File: config.mk
export PLATFORM = sky130hd
export DESIGN_NAME = pulse_trigger_debounce
export DESIGN_NICKNAME = d
export VERILOG_FILES = /design/src/rtl/pulse_trigger_debounce.sv
export SDC_FILE = /design/constraint.sdc
export NUM_CORES = 1
export LEC_CHECK = 0
export ABC_CLOCK_PERIOD_IN_PS = 4300
export CAP_MARGIN = 5
export CELL_PAD_IN_SITES_DETAIL_PLACEMENT = 0
export CELL_PAD_IN_SITES_GLOBAL_PLACEMENT = 2
export CORE_ASPECT_RATIO = 0.7
export CORE_MARGIN = 5
export CORE_UTILIZATION = 35
export DETAILED_ROUTE_END_ITERATION = 10
export GPL_TIMING_DRIVEN = 0
export PLACE_DENSITY = 0.82
export SYNTH_ARGS = -nofsm -noshare
export SYNTH_HDL_FRONTEND = slang
export SYNTH_SLANG_ARGS = --single-unit
File: constraint.sdc
create_clock -name i_clk -period 4.3 [get_ports i_clk]
set_input_delay 0.43 -clock i_clk [delete_from_list [all_inputs] [get_ports i_clk]]
set_output_delay 0.43 -clock i_clk [all_outputs]
set_load 0.01 [all_outputs]
File: src/rtl/pulse_trigger_debounce.sv
// Push-button trigger conditioner: 2-flop synchronizer, stable-time debounce,
// press-edge strobe with re-trigger holdoff, and a wrapping trigger counter.
module pulse_trigger_debounce #(
  parameter int DEBOUNCE_CYCLES = 1000000,
  parameter int HOLDOFF_CYCLES  = 0,
  parameter int COUNT_WIDTH     = 16
) (
  input  logic                   i_clk,
  input  logic                   i_reset,
  input  logic                   i_key_n,
  input  logic                   i_enable,
  output logic                   o_start,
  output logic                   o_key_pressed,
  output logic                   o_holdoff_active,
  output logic [COUNT_WIDTH-1:0] o_trigger_count
);

  localparam int DW = $clog2(DEBOUNCE_CYCLES + 1);
  localparam int HW = (HOLDOFF_CYCLES > 0) ? $clog2(HOLDOFF_CYCLES + 1) : 1;
  localparam logic [DW-1:0] DB_LAST = DW'(DEBOUNCE_CYCLES - 1);
  localparam logic [HW-1:0] HO_LOAD = HW'(HOLDOFF_CYCLES);

  logic                   r_sync1, r_sync2;
  logic [DW-1:0]          r_db_cnt;
  logic                   r_kp;
  logic [HW-1:0]          r_hold_cnt;
  logic                   r_hold_act;
  logic                   r_start;
  logic [COUNT_WIDTH-1:0] r_count;

  logic          w_disagree, w_accept, w_fire;
  logic [HW-1:0] w_hold_nxt;

  // sync_n is active-low, so "disagrees with ~key_pressed" means equal levels
  assign w_disagree = (r_sync2 == r_kp);
  assign w_accept   = w_disagree && (r_db_cnt == DB_LAST);
  // holdoff uses the pre-update counter, so a count of 1 still blocks
  assign w_fire     = w_accept && !r_kp && i_enable && (r_hold_cnt == '0);

  always_comb begin
    w_hold_nxt = r_hold_cnt;
    if (w_fire)                 w_hold_nxt = HO_LOAD;
    else if (r_hold_cnt != '0)  w_hold_nxt = r_hold_cnt - HW'(1);
  end

  always_ff @(posedge i_clk or posedge i_reset) begin
    if (i_reset) begin
      r_sync1    <= 1'b1;
      r_sync2    <= 1'b1;
      r_db_cnt   <= '0;
      r_kp       <= 1'b0;
      r_hold_cnt <= '0;
      r_hold_act <= 1'b0;
      r_start    <= 1'b0;
      r_count    <= '0;
    end else begin
      r_sync1    <= i_key_n;
      r_sync2    <= r_sync1;
      r_db_cnt   <= (!w_disagree || w_accept) ? '0 : r_db_cnt + DW'(1);
      r_kp       <= r_kp ^ w_accept;
      r_hold_cnt <= w_hold_nxt;
      r_hold_act <= (w_hold_nxt != '0);
      r_start    <= w_fire;
      if (w_fire) r_count <= r_count + COUNT_WIDTH'(1);
    end
  end

  assign o_start          = r_start;
  assign o_key_pressed    = r_kp;
  assign o_holdoff_active = r_hold_act;
  assign o_trigger_count  = r_count;

endmodule

==> flow_summary.ini <==
[run_status]
status = finished clean

[sta]
fin_ws_ps = 1260
min_period_ps = 3040
setup_viol = 0
finalCritPeriodShare_pct = 70.7
fmax_mhz = 329
fin_setup_tns_ps = 0
worst_pin_slew_ps = 843
slew_headroom_pct = 43.3
rsz0062_at_grt = false
final.setup_skew_ps = 4.19
slew_violations = 0
hold_viol = 0

[power]
clockPowerShare_pct = 40.2
leakage_uw = 0.000928
swShare_pct = 21.1
p_comb_share_pct = 3.2
power_uw = 676
vdd_drop_max_mv = 0.114
pwr-share-seq_pct = 56.6
switchingPower_uw = 142
power_density_nw_per_um2 = 299
internal-power_uw = 533

[clocking]
cts_hold_buf = 0
cts-resized-gates = 0
cts_sinks = 40
clockRootBuffer = clkbuf_8
cts_buffers = 5
cts_tree = yes
clock_latency_ps = 290
clkTransAtPathRegs_ps = 70
post_cts_buffers = 0
clockBufferDepth = 2
ctsHtreeMaxLevel = 2

[die]
die_h_um = 71.0
io_pins = 23
dieWidth_um = 97.1
rows = 22
core_area_um2 = 5200
dieArea_um2 = 6890
initial_core_util_pct = 35.7

[placed_design]
gp_congestion = 0.776
io_buffers = 21
dp_hpwl_um = 2690
place_ws_ps = 1310

[critical_path]
critical_path_class = reg -> reg
worstPathArrival_ps = 3210
ff2ff_setup_slack_ps = 1260
path_cells = ha_1 > nand4_1 > nor2_1 > and4b_1 > ha_1 > nand4_1 > nor4_1 > nand3_1 > xnor2_1
cp_slowest_cell = nor4_1
start_kind = flop
cp.required_ps = 4470
crit_fanout = 6
max_stage_delay_ps = 760
r2r_cells = 9
worstSetupEndpointType = flop

[yosys]
synth.area.top_cells = dfrtp_1, xnor2_1, nor2_1
yosys_warnings = 0
synth-seq-cells = 40
netlist_instances = 179
synth_top_area_cell = dfrtp_1
syn-num-nets = 186
syn_avg_cell_area_um2 = 10.4
netlist_area_um2 = 1860
synth.top_cell.area_share_pct = 51.2
synth_cell_type_count = 31
synth-seq-area-share_pct = 54.0

[global_route]
grt_util_all_layers_pct = 11.3
grt_pass1_vias = 1277
antenna_found_initial = 0
grt_pass1_wl_um = 6270
grt_max_degree = 41
grt.overflow.total = 0

[finish]
final_cell_mix = dfrtp_1, nor2_1, xnor2_1, clkdlybuf4s50_1, nand3_1
drive_gt1_share_pct = 9.13
final_common_cell = dfrtp_1
syn2layout_area_growth_pct = 21.5
regArea_um2 = 1000
n_fill_cell = 494
final_nets = 214
antenna_cells = 0
multi_input_comb_area_um2 = 781

[flow_run]
maxCapViolCount = 0

[route]
dr.first_iter.drc_count = 64
wl_per_cell_um = 13.3
drtPass1Iterations = 4
vias = 1351
drc_errors = 0
ant_nets = 0
drt_wl_total_um = 3710
vias_per_cell = 4.83

[min_path]
holdPathStages = 0
hold_path.class = reg -> reg
[logic make-up (layout without fill, tap and decap cells)]
| family | after synthesis | count (layout) | share of synthesized area [%] |
|---|---|---|---|
| simple gates | 78 | 78 | 21.8 |
| mux | 1 | 1 | 0.606 |
| flops | 40 | 40 | 54.0 |
| xor+xnor | 29 | 29 | 13.7 |
| buf+inv | 16 | 45 | 3.97 |
| other cells | 1 | 1 | 0.202 |
| compound gates | 11 | 11 | 3.70 |
| fa+ha+maj | 3 | 3 | 2.02 |
[synth_stat cells, drive strengths merged]
library cell	n
and2	1
dfrtp	38
and4b	2
nand4	6
xnor2	21
a41o	1
and3	2
nand2	10
nand4b	1
inv	10
nor4	8
ha	3
xor2	8
o21ai	2
buf	4
a31o	1
nand3	17
a21oi	5
dfstp	2
clkbuf	2
conb	1
nor2	23
nor3	3
or4	3
or3	2
mux2	1
o31ai	2
[worst paths after layout]
| path | start | endpoint |
|---|---|---|
| max | r_db_cnt[0]$_DFF_PP0_ | o_trigger_count[12]$_DFFE_PP0P_ |
| min | r_sync1$_DFF_PP1_ | r_sync2$_DFF_PP1_ |
| max reg2reg | r_db_cnt[0]$_DFF_PP0_ | o_trigger_count[12]$_DFFE_PP0P_ |
| min reg2reg | r_sync1$_DFF_PP1_ | r_sync2$_DFF_PP1_ |
| max in group asynchronous | i_reset | r_db_cnt[8]$_DFF_PP0_ |
| min in group asynchronous | i_reset | o_trigger_count[13]$_DFFE_PP0P_ |
[routing by layer]
layer,global-route usage (%),routed length (µm),vias to the layer above,share of wire (%)
met5,0,0,-,0
met3,4.14,178,8,4.8
met2,15.8,1560,23,42
li1,-,-,666,-
met1,15.5,1910,654,51
met4,5.14,62,0,1.7
[area by class of cell]
cell class                      instances  area share (%)
Multi-Input combinational cell        123            34.6
Buffer                                  6            1.61
Inverter                               10            1.66
Timing Repair Buffer                   21            9.31
Sequential cell                        40            44.4
Tap cell                               72            3.99
Clock buffer                            8            4.43
[stage by stage]
stage	std cells	cell area (µm²)	hold slack [ps]	util, %
3_5_place_dp	272	2160	348	41.5
4_1_cts	280	2260	363	43.4
6_report	280	2260	360	43.4
2_1_floorplan	179	1860	345	-
5_1_grt	280	2260	370	43.4
3_3_place_gp	272	2160	350	41.5
[worst max-delay path: cells and delay by family, from the launching register on]
family                   cells  cell delay (ps)
adder cells (fa/ha/maj)      2              390
flip-flops                   1              390
AND/OR/NAND/NOR              6             1980
XOR/XNOR                     1              170
[power by group through the flow]
stage / Sequential [µW] / Combinational [µW] / Clock, µW
finish: 383 / 21.4 / 272
global route: 383 / 25.3 / 299
CTS: 383 / 22.4 / 283
detailed placement: 390 / 22.3 / 0
global placement: 390 / 21.4 / 0
floorplan: 389 / 14.8 / 0
[registers in the layout, summed over array words and instances (netlist names)]
register / count
r_sync2: 1
o_start: 1
r_db_cnt: 20
o_key_pressed: 1
r_sync1: 1
o_trigger_count: 16
Note: power is estimated with default switching activity, not from simulation.
